<file path="src/rtl/muldiv_unit.sv">
// Iterative RV32M multiply/divide unit: 32 shift-add or restoring-divide steps per op.
// Optional MULDIV_FAST_MUL_EN: ops 0-3 use a single-cycle 64-bit multiplier instead.
module muldiv_unit (
   input  logic        clk,
   input  logic        rst,
   input  logic        start,
   input  logic [2:0]  op,
   input  logic [31:0] rs1_data,
   input  logic [31:0] rs2_data,
   input  logic [4:0]  rd_in,
   output logic        busy,
   output logic        done,
   output logic [31:0] result,
   output logic [4:0]  rd_out,
   output logic        wb_en,
   output logic [1:0]  state_dbg
);
   // Handshake: start is accepted only while busy=0; done is a one-cycle result-valid pulse.
   typedef enum logic [1:0] {IDLE = 2'd0, RUN = 2'd1, DONE = 2'd2} state_t;

   state_t      state_q, state_d;
   logic [4:0]  cnt_q;
   logic [2:0]  op_q;
   logic [31:0] acc_q, acc_nx;
   logic [31:0] lo_q, lo_nx;
   logic [31:0] mcand_q;
   logic [31:0] dvd_q;
   logic        qneg_q, rneg_q, divz_q;

   logic        accept, last_step, fast_op;
   logic        a_signed, b_signed, an, bn;
   logic [31:0] ma, mb;
   logic [31:0] fast_res;
   logic [32:0] mul_sum;
   logic [32:0] div_sh;
   logic [31:0] div_diff;
   logic        div_ge;
   logic [63:0] prod, prod_n;
   logic [31:0] q_fix, r_fix, fin;

   assign accept    = (state_q == IDLE) && start;
   assign last_step = (state_q == RUN) && (cnt_q == 5'd31);

   // Operand signedness and magnitudes; everything downstream works on magnitudes.
   always_comb begin
      a_signed = (op == 3'd1) || (op == 3'd2) || (op == 3'd4) || (op == 3'd6);
      b_signed = (op == 3'd1) || (op == 3'd4) || (op == 3'd6);
      an       = a_signed & rs1_data[31];
      bn       = b_signed & rs2_data[31];
      ma       = an ? (~rs1_data + 32'd1) : rs1_data;
      mb       = bn ? (~rs2_data + 32'd1) : rs2_data;
   end

`ifdef MULDIV_FAST_MUL_EN
   logic signed [63:0] fa, fb, fprod;
   assign fa       = {{32{an}}, rs1_data};
   assign fb       = {{32{bn}}, rs2_data};
   assign fprod    = fa * fb;
   assign fast_op  = ~op[2];
   assign fast_res = (op == 3'd0) ? fprod[31:0] : fprod[63:32];
`else
   assign fast_op  = 1'b0;
   assign fast_res = 32'd0;
`endif

   // One iteration: multiply keeps {acc,lo} as the shifting product, divide keeps
   // acc as the partial remainder and lo as dividend-in / quotient-out.
   always_comb begin
      mul_sum  = {1'b0, acc_q} + (lo_q[0] ? {1'b0, mcand_q} : 33'd0);
      div_sh   = {acc_q, lo_q[31]};
      div_ge   = div_sh >= {1'b0, mcand_q};
      div_diff = div_sh[31:0] - mcand_q;
      if (op_q[2]) begin
         acc_nx = div_ge ? div_diff : div_sh[31:0];
         lo_nx  = {lo_q[30:0], div_ge};
      end else begin
         acc_nx = mul_sum[32:1];
         lo_nx  = {mul_sum[0], lo_q[31:1]};
      end
   end

   always_comb begin
      prod   = {acc_nx, lo_nx};
      prod_n = qneg_q ? (~prod + 64'd1) : prod;
      q_fix  = qneg_q ? (~lo_nx + 32'd1) : lo_nx;
      r_fix  = rneg_q ? (~acc_nx + 32'd1) : acc_nx;
      case (op_q)
         3'd0:        fin = prod_n[31:0];
         3'd1, 3'd2,
         3'd3:        fin = prod_n[63:32];
         3'd4, 3'd5:  fin = divz_q ? 32'hFFFF_FFFF : q_fix;
         default:     fin = divz_q ? dvd_q : r_fix;
      endcase
   end

   always_comb begin
      state_d = state_q;
      case (state_q)
         IDLE:    if (start) state_d = fast_op ? DONE : RUN;
         RUN:     if (cnt_q == 5'd31) state_d = DONE;
         DONE:    state_d = IDLE;
         default: state_d = IDLE;
      endcase
   end

   always_ff @(posedge clk) begin
      if (rst) begin
         state_q <= IDLE;
         cnt_q   <= 5'd0;
         op_q    <= 3'd0;
         acc_q   <= 32'd0;
         lo_q    <= 32'd0;
         mcand_q <= 32'd0;
         dvd_q   <= 32'd0;
         qneg_q  <= 1'b0;
         rneg_q  <= 1'b0;
         divz_q  <= 1'b0;
         result  <= 32'd0;
         rd_out  <= 5'd0;
      end else begin
         state_q <= state_d;
         if (accept) begin
            op_q    <= op;
            rd_out  <= rd_in;
            cnt_q   <= 5'd0;
            acc_q   <= 32'd0;
            dvd_q   <= rs1_data;
            divz_q  <= (rs2_data == 32'd0);
            qneg_q  <= an ^ bn;
            rneg_q  <= an;
            lo_q    <= op[2] ? ma : mb;
            mcand_q <= op[2] ? mb : ma;
            if (fast_op) result <= fast_res;
         end else if (state_q == RUN) begin
            acc_q <= acc_nx;
            lo_q  <= lo_nx;
            cnt_q <= cnt_q + 5'd1;
            if (last_step) result <= fin;
         end
      end
   end

   assign busy      = (state_q != IDLE);
   assign done      = (state_q == DONE);
   assign wb_en     = done && (rd_out != 5'd0);
   assign state_dbg = state_q;
endmodule

</file>
<file path="config.mk">
export PLATFORM = sky130hd
export DESIGN_NAME = muldiv_unit
export DESIGN_NICKNAME = d
export VERILOG_FILES = /design/src/rtl/muldiv_unit.sv
export SDC_FILE = /design/constraint.sdc
export NUM_CORES = 1
export LEC_CHECK = 0
export ABC_CLOCK_PERIOD_IN_PS = 6800
export CORE_ASPECT_RATIO = 0.9
export CORE_MARGIN = 4
export CORE_UTILIZATION = 25
export DETAILED_ROUTE_END_ITERATION = 12
export DONT_BUFFER_PORTS = 1
export PLACE_DENSITY = 0.48
export SYNTH_ARGS = -nofsm -noshare
export SYNTH_HDL_FRONTEND = slang
export SYNTH_SLANG_ARGS = --single-unit
</file>
<file path="constraint.sdc">
create_clock -name clk -period 6.8 [get_ports clk]
set_input_delay 0.68 -clock clk [delete_from_list [all_inputs] [get_ports clk]]
set_output_delay 0.68 -clock clk [all_outputs]
set_load 0.02 [all_outputs]
</file>
==> metrics, run 1 <==
Slew Limit Fails=0; worst min-delay path class=in -> reg; DRC violations left=0; Layout area overhead=8.914%; final antenna-violating net count=0; die area=70670 um2; Post-synth EDFFs=0; htree depth=4; CTS Buffer Depth=2; vias post-DR=17947; Synth Warn #=0; Worst Setup Path Type=reg -> reg; Syn Std Cell Area=~17000 um2; largest net degree at the start of global routing=148; syn_area_per_cell=6.966 um2; FILL cells=7308; Die Span Y=252.6 um; total CTS buffers=17; cell count after synthesis=2386; Slew @ Worst Pin=approximately 1.2 ns; Seq/Total Area, Yosys=21.44%; Post-CTS Setup Bufs=0; #FFs+latches synth=178; worst skew pair latency=0.49 ns; I/O Buffers=0; antenna violations before repair=6; first-pass GRT wire length=between 100000 and 150000 um; Hold Vio Cnt, Final=0; Cells after DPL=3141; WL final=74250 um; achievable clock frequency=165.8 MHz; gr ovfl total=0; CP arrival=6.40 ns; count of non-filler cells in the finished layout=3173; clock sinks=178; leakage power=6.647 nW; layout net count=2443; final setup fails=0; Final Critical Period=6.033 ns; maxcap violations=0; Post-synth ARST share=0%; # diodes=0; Final Wtd Congestion=0.9230; register area=3568 um2; Starting Density=25.30%; die width=approximately 280 um; worst-path fanout max=10; Avg WL per Cell=23.40 um; Post-CTS Resized=0; overall global routing resource usage=20.25%; Worst EP required=between 7 and 8 ns; top cells by area, synth=dfxtp_1 (21%), a21oi_1 (8.6%), nand2_1 (8.3%); clock root cell=clkbuf_16; Ports=117; Startpoint Class=flop; DR vias/cell=5.656; drt initial violations=2124; TritonCTS clock tree=yes; number of global-route vias before repair=~16000; first-pass detailed-route iteration total=6; syn nets=2533; fin crit share=88.72%; RSZ-0062 raised after global routing=no; cell row count=89; Cell Pwr Density=between 200 and 250 nW/um2; hold_ws=0.2785 ns; outcome=complete, no violations; Synth area leader=dfxtp_1; top cell type's share of synthesized area=21.44%; share of layout cells above drive strength 1=under 10%; CTS clock-pin slew for the worst setup and hold paths=roughly 0.090 ns; kind of end point of the critical path=flop; Top FF cell, synth=dfxtp_1; sum of negative setup slack=0 ns; slew margin rel.=20.71%; DP HPWL=57880 um; clk_skew=approximately 0.02 ns; Max IR drop VDD=0.1906 mV; hold_buf cts=0; Core ar.=about 66000 um2; unique cell type count in the Yosys netlist=88; multi-input logic area=12140 um2
==> placed cells by master (no fill, tap or decap), drive strengths merged, types with 8 or more instances in the layout <==
| master | synthesis | routed |
|---|---|---|
| ha | 70 | 70 |
| or2 | 11 | 11 |
| a211o | 8 | 8 |
| nand2 | 369 | 369 |
| nor3b | 9 | 9 |
| a221oi | 24 | 24 |
| mux2i | 44 | 44 |
| or4 | 9 | 9 |
| a21oi | 286 | 286 |
| and3 | 11 | 11 |
| o21a | 11 | 11 |
| o31ai | 28 | 28 |
| and2 | 45 | 45 |
| nand2b | 16 | 16 |
| xor2 | 82 | 82 |
| o211ai | 82 | 82 |
| inv | 77 | 83 |
| clkbuf | 120 | 18 |
| or3 | 18 | 18 |
| dfxtp | 178 | 178 |
| nor4 | 26 | 26 |
| nor2 | 210 | 210 |
| clkinv | 3 | 11 |
| xnor2 | 104 | 104 |
| a21o | 26 | 26 |
| nand3 | 39 | 39 |
| a31oi | 21 | 21 |
| o41ai | 9 | 9 |
| a211oi | 62 | 62 |
| nor2b | 13 | 13 |
| o21ai | 147 | 147 |
| buf | 41 | 52 |
| a311oi | 12 | 12 |
| nand4 | 19 | 19 |
| nor3 | 59 | 59 |
==> state kept, by name, summed over array words and instances (netlist names) <==
register and count:
acc_q 32, cnt_q 5, divz_q 1, dvd_q 32, lo_q 32, mcand_q 32, op_q 3, qneg_q 1
rd_out 5, result 32, rneg_q 1, state_dbg 2
==> synthesized netlist by cell type, types with 23 or more instances <==
master / count
nand2_1: 369
a21oi_1: 286
nor2_1: 210
dfxtp_1: 178
o21ai_0: 129
clkbuf_1: 120
xnor2_1: 104
o211ai_1: 82
xor2_1: 82
inv_1: 77
ha_1: 70
a211oi_1: 60
nor3_1: 56
and2_1: 45
mux2i_1: 44
nand3_1: 38
a21o_1: 26
nor4_1: 23
o31ai_1: 23
==> worst max-delay path, cell delays in order, from the launching register on <==
cell and delay, ns:
dfxtp_1 0.37, inv_1 0.06, ha_1 0.36, a21oi_1 0.23, o21ai_1 0.23, a221oi_2 0.41
a21bo_1 0.37, a21boi_2 0.15, a21oi_1 0.23, ha_1 0.23, o211ai_1 0.13, or4_1 0.60
or2_1 0.30, or4_1 0.50, or2_2 0.43, or4_1 0.51, and3_1 0.20, o21ai_1 0.15
nand3_1 0.13, a221oi_1 0.24, nor3_1 0.09
==> final cells by class <==
| class | instances | share of cell area [%] |
|---|---|---|
| Multi-Input combinational cell | 1967 | 67.06 |
| Sequential cell | 178 | 19.71 |
| Tap cell | 864 | 5.972 |
| Clock buffer | 18 | 2.426 |
| Timing Repair Buffer | 52 | 2.157 |
| Inverter | 80 | 1.659 |
| Clock inverter | 14 | 1.009 |
==> per-layer routing <==
metal	up-vias	track usage (%)	part of all wire [%]	routed length, um
met3	71	3.925	8.2	6087
met1	8712	29.13	46	34440
met2	762	31.45	43	32220
li1	8402	-	-	-
met5	-	0	0	0
met4	0	4.271	2.0	1503
==> report_power, final <==
group / switching [mW] / total [mW] / leakage, nW / internal [mW]
Sequential: 0.0785 / 1.18 / 1.46 / 1.10
Combinational: 0.965 / 1.46 / 4.89 / 0.491
Clock: 0.566 / 1.08 / 0.301 / 0.512
Total: 1.61 / 3.71 / 6.65 / 2.11
==> kinds of logic (layout without fill, tap and decap cells) <==
| group | after synthesis | count (layout) | synth area share (%) |
|---|---|---|---|
| DFF | 178 | 178 | 21.44 |
| muxes | 48 | 48 | 2.921 |
| and+or+nand+nor | 876 | 876 | 24.39 |
| AOI/OAI and AO/OA | 785 | 785 | 30.29 |
| buffers and inverters | 241 | 164 | 5.646 |
| adders and majority gates | 72 | 72 | 5.511 |
| xor gates and xnor gates | 186 | 186 | 9.802 |
==> stage by stage <==
step                      area (um2)  utilization, %  power [mW]  setup slack, ns
final                          18100           27.55       3.715           0.7673
after global routing           18100           27.55       3.889           0.3316
after CTS                      18100           27.55       3.708           0.8654
after detailed placement       17480           26.60       2.628           0.8939
after global placement         17480           26.60       2.626           0.9639
after floorplan                16620               -       2.168            1.315
==> worst paths after layout <==
path         depth (start not counted)        from    endpoint  slack, ns
max reg2reg                         20  mcand_q[6]  result[26]       0.77
min reg2reg                          2   dvd_q[18]   dvd_q[18]       0.46
min                                  1         rst  result[11]       0.28
max                                 20  mcand_q[6]  result[26]       0.77
Note: power is estimated with default switching activity, not from simulation.
==> run 2, diff against run 1 <==
- SLEW_MARGIN: not set -> 10
==> results of run 2 <==
No change in the layout: final DEF, timing and power equal those of run 1.
==> run 3, diff against run 2 <==
- CORE_UTILIZATION: 25 -> 60
- PLACE_DENSITY: 0.48 -> 0.86
==> run 3 against run 2 <==
Against the previous run:
- die area down 57%
- setup slack worse by 0.047 ns
- via count up 3.0%
==> metrics, run 3 (synthesis gave the netlist of run 1 again) <==
outcome=complete, no violations; Core ar.=27170 um2; family with the most delay on the worst path=simple AND/OR/NAND/NOR gates; largest net degree at the start of global routing=148; sum of negative setup slack=0 ns; layout net count=2429; die width=183.4 um; htree depth=4; clock sinks=roughly 180; DRC violations left=0; TritonCTS clock tree=yes; final setup fails=0; Cell Pwr Density=210.7 nW/um2; worst min-delay path class=in -> reg; leakage power=~6.6 nW; Avg WL per Cell=24.37 um; worst skew pair latency=0.47 ns; fin crit share=89.41%; WL final=64560 um; Layout area overhead=4.404%; Max IR drop VDD=between 0.2 and 0.25 mV; Ports=117; worst-path fanout max=10; CP Cell Sequence=inv_1 -> ha_1 -> a21oi_1 -> o21ai_1 -> a221oi_2 -> a21bo_1 -> a21boi_2 -> a21oi_1 -> ha_1 -> o211ai_1 -> or4_1 -> or2_1 -> or4_1 -> or2_2 -> nor4_2 -> nand2_1 -> o31ai_2 -> xnor2_1 -> a221oi_1 -> nor3_1; overall global routing resource usage=40.82%; FILL cells=around 2500; I/O Buffers=0; cell row count=57; DR vias/cell=between 6 and 7; Starting Density=61.16%; first-pass detailed-route iteration total=7; share of layout cells above drive strength 1=approximately 5.2%; crit path buf inv count=1; Hold Vio Cnt, Final=0; Post-CTS Setup Bufs=0; kind of end point of the critical path=flop; commonest non-fill, non-tap cell in the layout=nand2_1; CP arrival=between 6 and 7 ns; total CTS buffers=17; clock root cell=clkbuf_16; Post-CTS Resized=0; # diodes=0; Startpoint Class=flop; max incr delay on CP=0.60 ns; Final Critical Period=6.080 ns; Worst EP required=7.15 ns; most frequent cells in the layout=nand2_1 (368), a21oi_1 (286), nor2_1 (209), dfxtp_1 (176), o21ai_0 (129); CTS Buffer Depth=2; Setup WS pre-CTS=0.9418 ns; antenna violations before repair=2; DP HPWL=49060 um; drt initial violations=2697; CTS clock-pin slew for the worst setup and hold paths=approximately 0.08 ns; final antenna-violating net count=0; Slew Limit Fails=0; Worst Setup Path Type=reg -> reg; first-pass GRT wire length=98700 um; gr ovfl total=0; achievable clock frequency=164.5 MHz; number of global-route vias before repair=16817; die area=30430 um2; final worst slack=0.7203 ns; Die Span Y=165.9 um; Crit-path slowest cell=or4_1; slew margin rel.=between 10 and 15%; RSZ-0062 raised after global routing=no; hold_buf cts=0; maxcap violations=0; vias post-DR=roughly 18000; Slew @ Worst Pin=1.275 ns; Final Wtd Congestion=1.027; clk_skew=around 0.015 ns
-- run 3: final cells by class --
class	instances	area (um2)	share of cell area, %
tap	354	442.9	2.553
clock buffer	17	425.4	2.452
timing repair buffer	38	285.3	1.644
multi-input combinational	1967	12140	69.98
sequential	178	3568	20.57
clock inverter	15	186.4	1.074
inverter	80	300.3	1.731
-- run 3: per-layer routing --
metal / vias to the layer above / wire length (um) / GRT usage [%]
met1: 8559 / 25600 / 56.76
met4: 4 / 3645 / 18.01
met5: - / 31 / 0
met3: 240 / 9417 / 13.01
met2: 1296 / 25870 / 57.65
li1: 8383 / - / -
-- run 3: worst paths after layout --
check	startpoint	endpoint	slack, ns	cells after the start
worst max-delay path	mcand_q[8]	result[28]	0.72	20
worst min-delay path	rst	result[7]	0.30	1
worst max register to register	mcand_q[8]	result[28]	0.72	20
worst min register to register	dvd_q[1]	dvd_q[1]	0.46	2
-- run 3: worst reg2reg max path, stage by stage (launching register included) --
cell and delay (ns):
dfxtp_1 0.37, inv_1 0.06, ha_1 0.41, a21oi_1 0.23, o21ai_1 0.21, a221oi_2 0.41, a21bo_1 0.37, a21boi_2 0.10
a21oi_1 0.26, ha_1 0.26, o211ai_1 0.14, or4_1 0.60, or2_1 0.29, or4_1 0.50, or2_2 0.42, nor4_2 0.29
nand2_1 0.26, o31ai_2 0.32, xnor2_1 0.09, a221oi_1 0.31, nor3_1 0.07
-- run 3: stage by stage --
stage	cells	total power [mW]	hold slack (ns)	area (um2)	util (%)
4_1_cts	2649	3.591	0.2856	17350	63.86
3_3_place_gp	2617	2.526	0.4395	16740	61.61
3_5_place_dp	2617	2.544	0.4411	16740	61.61
6_report	2649	3.657	0.2959	17350	63.86
5_1_grt	2649	3.794	0.2933	17350	63.86
2_1_floorplan	2386	2.168	0.4312	16620	-
-- run 3: where the power goes --
part / internal [mW] / switching (mW)
clock network: 0.532 / 0.535
logic: 0.469 / 0.939
registers: 1.10 / 0.0783
